**src/rtl/uart_frame_pkg.sv**
```systemverilog
// Shared types for the UART RX framing controller:
// FSM states, error codes and a constant-width helper.
package uart_frame_pkg;

    typedef enum logic [2:0] {
        ST_IDLE,
        ST_LEN,
        ST_PAYLOAD,
        ST_CHK,
        ST_DRAIN
    } state_t;

    typedef enum logic [1:0] {
        ERR_NONE = 2'd0,
        ERR_LEN  = 2'd1,
        ERR_CHK  = 2'd2,
        ERR_TMO  = 2'd3
    } err_t;

    function automatic int clog2(input int value);
        int r;
        r = 0;
        while ((1 << r) < value) begin
            r = r + 1;
        end
        return r;
    endfunction

endpackage

```
**src/rtl/uart_rx_frame_ctrl_if.sv**
```systemverilog
// Byte-stream in, payload-stream out and status bundle
// of the framing controller.
interface uart_rx_frame_ctrl_if #(
    parameter int DATA_WIDTH = 8
);
    logic                  s_valid;
    logic [DATA_WIDTH-1:0] s_data;
    logic                  s_ready;
    logic                  m_valid;
    logic [DATA_WIDTH-1:0] m_data;
    logic                  m_last;
    logic                  m_ready;
    logic                  frame_ok;
    logic                  frame_err;
    logic [1:0]            err_code;

    modport slave (
        input  s_valid,
        input  s_data,
        input  m_ready,
        output s_ready,
        output m_valid,
        output m_data,
        output m_last,
        output frame_ok,
        output frame_err,
        output err_code
    );

    modport master (
        output s_valid,
        output s_data,
        output m_ready,
        input  s_ready,
        input  m_valid,
        input  m_data,
        input  m_last,
        input  frame_ok,
        input  frame_err,
        input  err_code
    );
endinterface

```
**src/rtl/uart_frame_buf.sv**
```systemverilog
// Payload register file: one synchronous write port,
// one asynchronous read port.
module uart_frame_buf
    import uart_frame_pkg::*;
#(
    parameter int DATA_WIDTH = 8,
    parameter int DEPTH      = 16,
    parameter int AW         = 4
) (
    input  logic                  clk,
    input  logic                  i_we,
    input  logic [AW-1:0]         i_waddr,
    input  logic [DATA_WIDTH-1:0] i_wdata,
    input  logic [AW-1:0]         i_raddr,
    output logic [DATA_WIDTH-1:0] o_rdata
);

    logic [DATA_WIDTH-1:0] r_mem [DEPTH];

    always_ff @(posedge clk) begin
        if (i_we) begin
            r_mem[i_waddr] <= i_wdata;
        end
    end

    assign o_rdata = r_mem[i_raddr];

endmodule

```
**src/rtl/uart_rx_frame_ctrl.sv**
```systemverilog
// UART RX framing controller: SYNC/LEN/payload/CHK capture, verified drain.
// Optional inter-byte timeout enabled by UART_FRAME_TIMEOUT_EN.
module uart_rx_frame_ctrl
    import uart_frame_pkg::*;
#(
    parameter int                    DATA_WIDTH  = 8,
    parameter int                    MAX_LEN     = 16,
    parameter logic [DATA_WIDTH-1:0] SYNC_BYTE   = 8'hA5,
    parameter int                    TIMEOUT_CYC = 1302080
) (
    input logic                clk,
    input logic                rst,
    uart_rx_frame_ctrl_if.slave bus
);

    localparam int IW = clog2(MAX_LEN + 1);
    localparam int AW = (MAX_LEN > 1) ? clog2(MAX_LEN) : 1;
    localparam logic [DATA_WIDTH-1:0] LEN_MAX = DATA_WIDTH'(MAX_LEN);
    localparam logic [IW-1:0] IDX_ONE = IW'(1);

    state_t                r_state;
    state_t                w_next;
    logic [IW-1:0]         r_len;
    logic [IW-1:0]         r_idx;
    logic [IW-1:0]         r_rd_idx;
    logic [IW-1:0]         w_len_m1;
    logic [DATA_WIDTH-1:0] r_chk;
    logic [DATA_WIDTH-1:0] w_rdata;
    logic                  r_frame_ok;
    logic                  r_frame_err;
    err_t                  r_err_code;
    err_t                  w_err_code;
    logic                  w_ok;
    logic                  w_err;
    logic                  w_we;
    logic                  w_take;
    logic                  w_s_ready;
    logic                  w_acc;
    logic                  w_drain;
    logic                  w_last_rd;

    // Draining holds off the RX FIFO; reset also forces ready low.
    assign w_drain   = (r_state == ST_DRAIN);
    assign w_s_ready = ~w_drain & ~rst;
    assign w_acc     = bus.s_valid & w_s_ready;
    assign w_take    = w_drain & bus.m_ready;
    assign w_len_m1  = r_len - IDX_ONE;
    assign w_last_rd = (r_rd_idx == w_len_m1);

`ifdef UART_FRAME_TIMEOUT_EN
    localparam int TW = clog2(TIMEOUT_CYC + 1);
    localparam logic [TW-1:0] GAP_TC = TW'(TIMEOUT_CYC - 1);
    localparam logic [TW-1:0] GAP_ONE = TW'(1);

    logic [TW-1:0] r_gap;
    logic          w_in_frame;
    logic          w_tmo;

    assign w_in_frame = (r_state == ST_LEN) ||
                        (r_state == ST_PAYLOAD) ||
                        (r_state == ST_CHK);
    // A byte accepted in the terminal cycle suppresses the timeout.
    assign w_tmo = w_in_frame & ~w_acc & (r_gap == GAP_TC);

    always_ff @(posedge clk or posedge rst) begin
        if (rst) begin
            r_gap <= '0;
        end else if (w_acc || !w_in_frame) begin
            r_gap <= '0;
        end else begin
            r_gap <= r_gap + GAP_ONE;
        end
    end
`endif

    always_comb begin
        w_next     = r_state;
        w_ok       = 1'b0;
        w_err      = 1'b0;
        w_err_code = ERR_NONE;
        w_we       = 1'b0;
        unique case (r_state)
            ST_IDLE: begin
                if (w_acc && bus.s_data == SYNC_BYTE) begin
                    w_next = ST_LEN;
                end
            end
            ST_LEN: begin
                if (w_acc) begin
                    if (bus.s_data == '0 || bus.s_data > LEN_MAX) begin
                        w_next     = ST_IDLE;
                        w_err      = 1'b1;
                        w_err_code = ERR_LEN;
                    end else begin
                        w_next = ST_PAYLOAD;
                    end
                end
            end
            ST_PAYLOAD: begin
                if (w_acc) begin
                    w_we = 1'b1;
                    if (r_idx == w_len_m1) begin
                        w_next = ST_CHK;
                    end
                end
            end
            ST_CHK: begin
                if (w_acc) begin
                    if (bus.s_data == r_chk) begin
                        w_next = ST_DRAIN;
                        w_ok   = 1'b1;
                    end else begin
                        w_next     = ST_IDLE;
                        w_err      = 1'b1;
                        w_err_code = ERR_CHK;
                    end
                end
            end
            ST_DRAIN: begin
                if (w_take && w_last_rd) begin
                    w_next = ST_IDLE;
                end
            end
            default: w_next = ST_IDLE;
        endcase
`ifdef UART_FRAME_TIMEOUT_EN
        if (w_tmo) begin
            w_next     = ST_IDLE;
            w_err      = 1'b1;
            w_err_code = ERR_TMO;
        end
`endif
    end

    always_ff @(posedge clk or posedge rst) begin
        if (rst) begin
            r_state     <= ST_IDLE;
            r_len       <= '0;
            r_idx       <= '0;
            r_rd_idx    <= '0;
            r_chk       <= '0;
            r_frame_ok  <= 1'b0;
            r_frame_err <= 1'b0;
            r_err_code  <= ERR_NONE;
        end else begin
            r_state     <= w_next;
            r_frame_ok  <= w_ok;
            r_frame_err <= w_err;
            if (w_err) begin
                r_err_code <= w_err_code;
            end
            if (r_state == ST_LEN && w_acc) begin
                r_len <= bus.s_data[IW-1:0];
                r_chk <= bus.s_data;
                r_idx <= '0;
            end
            if (w_we) begin
                r_chk <= r_chk ^ bus.s_data;
                r_idx <= r_idx + IDX_ONE;
            end
            if (w_ok) begin
                r_rd_idx <= '0;
            end
            if (w_take) begin
                r_rd_idx <= r_rd_idx + IDX_ONE;
            end
        end
    end

    uart_frame_buf #(
        .DATA_WIDTH(DATA_WIDTH),
        .DEPTH     (MAX_LEN),
        .AW        (AW)
    ) u_buf (
        .clk    (clk),
        .i_we   (w_we),
        .i_waddr(r_idx[AW-1:0]),
        .i_wdata(bus.s_data),
        .i_raddr(r_rd_idx[AW-1:0]),
        .o_rdata(w_rdata)
    );

    assign bus.s_ready   = w_s_ready;
    assign bus.m_valid   = w_drain;
    assign bus.m_data    = w_drain ? w_rdata : '0;
    assign bus.m_last    = w_drain & w_last_rd;
    assign bus.frame_ok  = r_frame_ok;
    assign bus.frame_err = r_frame_err;
    assign bus.err_code  = r_err_code;

endmodule

```
**src/flat_wrapper.sv**
```systemverilog
// flat-port wrapper written by rule: the top's interface ports become plain ports
module uart_rx_frame_ctrl_flat import uart_frame_pkg::*;
#(
    parameter int                    DATA_WIDTH  = 8,
    parameter int                    MAX_LEN     = 16,
    parameter logic [DATA_WIDTH-1:0] SYNC_BYTE   = 8'hA5,
    parameter int                    TIMEOUT_CYC = 1302080
)
  (clk, rst, bus_s_valid, bus_s_data, bus_m_ready, bus_s_ready, bus_m_valid, bus_m_data, bus_m_last, bus_frame_ok, bus_frame_err, bus_err_code);
  uart_rx_frame_ctrl_if #(.DATA_WIDTH(DATA_WIDTH)) bus_i ();
  input logic clk;
  input logic rst;
  input wire logic [$bits(bus_i.s_valid)-1:0] bus_s_valid;
  input wire logic [$bits(bus_i.s_data)-1:0] bus_s_data;
  input wire logic [$bits(bus_i.m_ready)-1:0] bus_m_ready;
  output wire logic [$bits(bus_i.s_ready)-1:0] bus_s_ready;
  output wire logic [$bits(bus_i.m_valid)-1:0] bus_m_valid;
  output wire logic [$bits(bus_i.m_data)-1:0] bus_m_data;
  output wire logic [$bits(bus_i.m_last)-1:0] bus_m_last;
  output wire logic [$bits(bus_i.frame_ok)-1:0] bus_frame_ok;
  output wire logic [$bits(bus_i.frame_err)-1:0] bus_frame_err;
  output wire logic [$bits(bus_i.err_code)-1:0] bus_err_code;
  assign bus_i.s_valid = bus_s_valid;
  assign bus_i.s_data = bus_s_data;
  assign bus_i.m_ready = bus_m_ready;
  assign bus_s_ready = bus_i.s_ready;
  assign bus_m_valid = bus_i.m_valid;
  assign bus_m_data = bus_i.m_data;
  assign bus_m_last = bus_i.m_last;
  assign bus_frame_ok = bus_i.frame_ok;
  assign bus_frame_err = bus_i.frame_err;
  assign bus_err_code = bus_i.err_code;
  uart_rx_frame_ctrl #(.DATA_WIDTH(DATA_WIDTH), .MAX_LEN(MAX_LEN), .SYNC_BYTE(SYNC_BYTE), .TIMEOUT_CYC(TIMEOUT_CYC)) u_core (.clk(clk), .rst(rst), .bus(bus_i));
endmodule
```
**config.mk**
```make
export PLATFORM = sky130hd
export DESIGN_NAME = uart_rx_frame_ctrl_flat
export DESIGN_NICKNAME = d
export VERILOG_FILES = /design/src/rtl/uart_frame_pkg.sv /design/src/rtl/uart_rx_frame_ctrl_if.sv /design/src/rtl/uart_frame_buf.sv /design/src/rtl/uart_rx_frame_ctrl.sv /design/src/flat_wrapper.sv
export SDC_FILE = /design/constraint.sdc
export NUM_CORES = 1
export LEC_CHECK = 0
export CAP_MARGIN = 40
export CELL_PAD_IN_SITES_DETAIL_PLACEMENT = 2
export CELL_PAD_IN_SITES_GLOBAL_PLACEMENT = 2
export CORE_MARGIN = 10
export CORE_UTILIZATION = 46
export CTS_CLUSTER_DIAMETER = 200
export DETAILED_ROUTE_END_ITERATION = 8
export PLACE_DENSITY_LB_ADDON = 0.1
export SLEW_MARGIN = 15
export SYNTH_ARGS = -nofsm -noshare
export SYNTH_HDL_FRONTEND = slang
export SYNTH_SLANG_ARGS = --single-unit
```
**constraint.sdc**
```tcl
create_clock -name clk -period 2.7 [get_ports clk]
set_input_delay 0.54 -clock clk [delete_from_list [all_inputs] [get_ports clk]]
set_output_delay 0.54 -clock clk [all_outputs]
set_load 0.02 [all_outputs]
```
# After elaboration in Yosys (flattened, before gate mapping)
# Memory sizes are Yosys's and may differ from the RTL's.
# Index checks and enable logic that the tools add are counted.
# word_totals
ff_bits	30
ram_bits	128
inputBits	12
output_inout_bits	15
word_cells	76
memories	1
# op_classes
add_sub_neg	3
magnitude_cmp	1
eq_ne	14
n_mux	33
bitwise_logic	7
reduce_logical	9
# mem_list
memory	depth	word_bits	read_ports	rd_ports_with_merged_regs	wr	line_no	text
u_core.u_buf.r_mem	16	8	1	0	1	uart_frame_buf.sv:18	logic [DATA_WIDTH-1:0] r_mem [DEPTH];
# op_table
operator	count
2-to-1 mux 8 bit	3
2-to-1 mux 3 bit	7
2-to-1 mux 5 bit	4
one-hot mux 3 bit (5 select lines)	1
2-to-1 mux 1 bit	12
adder 5 x 1 -> 5 bit (second input constant)	2
== test 5 bit	2
!= test 2 x 1 -> 1 bit (second input constant)	5
== test 8 bit	1
== test 8 bit (second input constant)	1
greater-than comparator 8 x 5 -> 1 bit (second input constant)	1
logical NOT 8 bit	1
2-to-1 mux 2 bit	4
bitwise XOR 8 bit	1
== test 3 x 2 -> 1 bit (second input constant)	2
AND reduction 6 bit	1
subtractor 5 x 1 -> 5 bit (second input constant)	1
AND 1 bit	4
one-hot mux 2 bit (2 select lines)	1
nonzero test 2 bit	2
== test 3 x 1 -> 1 bit (second input constant)	1
== test 3 bit (second input constant)	1
logical AND 1 bit	3
logical NOT 3 bit	1
4 further kinds	5

# Longest topological paths before layout
# depth
word_depth	8
depth_mapped	7
depth_no_buf	7

# By module
# A second synthesis with hierarchy kept.
# unflattened
hier_cells	419
area_unflattened_um2	6777.8
# by_module_without_submodules
module	instances	cells_per_inst	area_per_inst_um2	seq_area_each_um2
uart_frame_buf	1	221	4987.3	3843.7
uart_rx_frame_ctrl	1	198	1790.5	750.7

# Worst setup path before layout
# No wires, ideal clock.
# synth_path
path_type	register to output
startpoint	register u_core.r_rd_idx[1]
endpoint	output port bus_m_data[7]
arrival_time_ns	1.959
required_time_ns	2.160
path_slack_ns	0.201
stages_incl_launch_ff	6
n_path_buf	2
path_cell_list	dfrtp_1 -> clkbuf_1 -> clkbuf_1 -> mux4_2 -> mux4_2 -> and2_1
# synth_between
elab_chain_cells	2
# synth_lines
item	line_no	text
start: declaration	uart_rx_frame_ctrl.sv:25	logic [IW-1:0] r_rd_idx;
start signal: assignment	uart_rx_frame_ctrl.sv:165	r_rd_idx <= r_rd_idx + IDX_ONE;
memory (16 x 8 bit)	--	
2-to-1 mux 8 bit	uart_rx_frame_ctrl.sv:185	assign bus.m_data = w_drain ? w_rdata : '0;
end: declaration	flat_wrapper.sv:18	output wire logic [$bits(bus_i.m_data)-1:0] bus_m_data;
# No other way between the ends.

# Final worst setup path
# layout_path
startpoint	register u_core.r_rd_idx[0]
endpoint	output port bus_m_data[3]
# The elaborated chain is that of the path after synthesis.

==> impl_metrics.csv <==
group,metric,value,unit
clock_network,clk_path_buf_depth,2,
logic_synthesis,syn_nets,400,
finish,final_common_cell,"edfxtp_1",
clock_network,cts_made_buffers,17,
worst_setup_path,cpMaxStageDelayCell,"mux4_2",
finish,final_util,59.1,%
detailed_routing,drtAntennaViolNets,0,
detailed_routing,drtPass1Iterations,5,
detailed_routing,finalWirelength,23700,um
detailed_routing,viasPerCell,6.37,
clock_network,h-tree-depth,4,
pwr,leakage,0.00293,uW
detailed_routing,avgRoutedWirePerCell,35.8,um
worst_setup_path,worstRegToRegCells,9,
pwr,pwr-share-clk,30.7,%
timing,tightest_slew,0.591,ns
pwr,total_power,8250,uW
grt,grt_max_degree,34,
pwr,power.density,993,mW/mm^2
finish,syn2layout_area_growth,25.0,%
finish,ff_latch_area,0.00460,sq mm
grt,grt_pass1_wl,34200,um
placed_design,gp_congestion,0.759,
grt,globalRouteOverflowTotal,0,
timing,slew_violations,0,
finish,layout.nets,487,
logic_synthesis,netlist.top_cell.by_area,"edfxtp_1",
worst_setup_path,path_cells,"buf_6 -> buf_12 -> mux4_2 -> mux4_2 -> and2_4 -> buf_6",
logic_synthesis,syn_area,0.00664,sq mm
placed_design,dpl.hpwl,13400,um
detailed_routing,vias,4215,
worst_setup_path,r2r-end,"u_core.r_rd_idx[2]",
pwr,combPwrFrac,33.0,%
grt,grt_pass1_vias,4629,
worst_setup_path,path_max_fanout,5,
finish,fill_cells,1174,
worst_setup_path,path_buf_inv,3,
hold_path,min_path_cells,1,
floorplan,ios,27,
logic_synthesis,synth_top_cell_area_share,57.9,%
hold_path,min_to,"u_core.r_chk[1]",
floorplan,placementRows,43,
finish,antenna_cells,0,
run_status,violations,"negative setup slack",
logic_synthesis,synthCells,382,
finish,multi_input_area,0.00201,sq mm
timing,finalCriticalPeriod,3.04,ns
worst_setup_path,reg2reg_slack,0.41,ns
timing,rsz0062_at_grt,"true",
clock_network,clkLatencyLatePin,0.45,ns
worst_setup_path,max_stage_delay,0.53,ns
clock_network,path_clk_slew,0.07,ns
detailed_routing,post-route-drc-count,0,
timing,max_clock_freq,329,MHz
floorplan,fp.dieW,140,um
clock_network,cts_tree,"built",
worst_setup_path,worstSetupPathType,"reg -> out",
floorplan,die_h,140,um
timing,worst_slack,-0.338,ns
detailed_routing,drtIter0Drc,446,
floorplan,coreArea,0.0140,sq mm
logic_synthesis,ys_types,39,
worst_setup_path,regToRegStartpoint,"u_core.r_state[1]",
clock_network,cts_sinks,158,
grt,grtUsageTotal,24.5,%
logic_synthesis,postSynthAreaPerCell,17.4,sq um
worst_setup_path,end_kind,"output pin",
pwr,peakVddDrop,0.506,mV
floorplan,start_util,47.3,%
flow_run,drv_cap,0,
pwr,p_sw_share,31.2,%
pwr,pwr-share-seq,36.3,%
floorplan,die-area,0.0197,sq mm
clock_network,root_buffer,"clkbuf_16",
run_status,outcome,"finished, violations left",
placed_design,io_buffers,26,
timing,finalSetupViolCount,9,
hold_path,hold_class,"reg -> reg",
logic_synthesis,ys_seq_area_share,69.2,%
timing,period_share,113,%
worst_setup_path,required,2.16,ns
grt,antenna_found_initial,1,
finish,layout_common_cells,"edfxtp_1 (128), buf_4 (50), mux4_2 (40)",
timing,finalHoldViolations,0,
timing,finalClockSkew,0.0117,ns
timing,slew_headroom,60.2,%
worst_setup_path,path_delay_family,"multiplexers",
logic_synthesis,synth_warnings,0,
worst_setup_path,critPathLaunchType,"flop",
pwr,power_switching,2570,uW
worst_setup_path,crit_arrival,2.50,ns
finish,drive_above_1_share,33.6,%
logic_synthesis,synth_seq_cells,158,
logic_synthesis,synth_area_leaders,"edfxtp_1 (58%), mux4_2 (14%), dfrtp_1 (11%)",
pwr,cell_internal_pwr,5680,uW
hold_path,holdCritStartpoint,"u_core.r_chk[1]",
-- worst reg2reg max path, delay by kind of cell, from the launching register on --
kind                   cells  cell delay, ns
AOI/OAI and AO/OA          2            0.44
DFF                        1            0.46
buffers and inverters      4            0.75
and+or+nand+nor            3            0.54
-- logic make-up (layout without fill, tap and decap cells) --
kind of cell,count (synthesis),count (layout),share of synthesized area (%)
AO/OA/AOI/OAI,36,36,3.50
flip-flops,158,158,69.2
AND/OR/NAND/NOR,85,85,6.33
multiplexers,48,48,14.9
XOR/XNOR,24,24,3.16
adder cells (fa/ha/maj),6,6,1.13
buffers and inverters,25,125,1.86
-- metrics by stage --
| stage | hold WS (ns) | TNS [ns] | cells | worst slack, ns | cell area [sq um] |
|---|---|---|---|---|---|
| floorplan | 0.466 | 0 | 382 | 0.201 | 6640 |
| global placement | 0.473 | -1.26 | 621 | -0.157 | 7470 |
| detailed placement | 0.507 | -1.76 | 621 | -0.212 | 7470 |
| CTS | 0.519 | -2.40 | 661 | -0.287 | 8260 |
| global route | 0.546 | -2.90 | 662 | -0.374 | 8300 |
| finish | 0.513 | -2.48 | 662 | -0.338 | 8300 |
-- how the worst max path moves through the flow --
stage | from | to | slack [ns] | depth (start not counted)
2_1_floorplan | u_core.r_rd_idx[1] | bus_m_data[7] | 0.20 | 5
3_3_place_gp | u_core.r_rd_idx[0] | bus_m_data[1] | -0.16 | 5
3_5_place_dp | u_core.r_rd_idx[0] | bus_m_data[0] | -0.21 | 5
4_1_cts | u_core.r_rd_idx[0] | bus_m_data[7] | -0.29 | 6
5_1_grt | u_core.r_rd_idx[0] | bus_m_data[3] | -0.37 | 6
6_report | u_core.r_rd_idx[0] | bus_m_data[3] | -0.34 | 6
-- registers in the layout, summed over array words and instances, names as in the netlist --
name / flops
u_core.r_idx: 5
u_core.r_len: 5
u_core.bus.err_code: 2
u_core.u_buf.r_mem: 128
u_core.r_state: 3
u_core.r_rd_idx: 5
u_core.bus.frame_ok: 1
u_core.r_chk: 8
u_core.bus.frame_err: 1
-- cell usage after synthesis --
library cell,n
a21bo_2,2
nand3b_1,2
clkbuf_1,7
dfrtp_1,30
xor2_1,5
buf_1,4
nand3_1,9
o31ai_1,1
mux2i_1,3
a41o_1,1
edfxtp_1,128
nand2_1,17
and2_1,8
a21oi_1,13
a31oi_1,1
o21a_1,1
buf_6,3
or3_1,4
o22ai_1,2
nor3b_1,1
nand2b_1,4
o31a_1,1
a21o_1,1
nor3_1,7
inv_1,7
nor4_1,3
nand4b_1,1
buf_4,1
nor2_1,23
xnor2_1,19
a311oi_1,6
mux4_2,40
o21ai_0,7
ha_1,6
buf_2,3
or4_1,2
mux2_2,5
nand4_1,3
nor2b_1,1
-- area by class of cell --
type | count | area share, %
Sequential cell | 158 | 55.3
Inverter | 7 | 0.362
Timing Repair Buffer | 86 | 10.2
Multi-Input combinational cell | 199 | 24.2
Clock buffer | 19 | 5.21
Tap cell | 180 | 2.71
Clock inverter | 13 | 1.97
-- repair_timing --
action | CTS | global route
resized for setup | 71 | 9
cloned | 3 | 0
pin swaps | 2 | 4
hold buffers | 0 | 0
buffers inserted | 5 | 1
endpoints found under the setup margin | 11 | 11
hold endpoints to repair | 0 | 0
-- layer usage --
metal  track usage, %  share of wire, %
met5                0             0.055
met4             10.7               3.2
met3             5.24               6.4
met2             42.0                53
met1             28.8                38
-- power groups by stage --
| stage | registers, uW | clock network, uW | logic (uW) |
|---|---|---|---|
| global route | 3010 | 2630 | 2860 |
| global placement | 2990 | 0 | 2050 |
| finish | 3000 | 2530 | 2720 |
| CTS | 2980 | 2520 | 2560 |
| floorplan | 2990 | 0 | 1460 |
| detailed placement | 3010 | 0 | 2170 |
(Power assumes the default switching activity.)
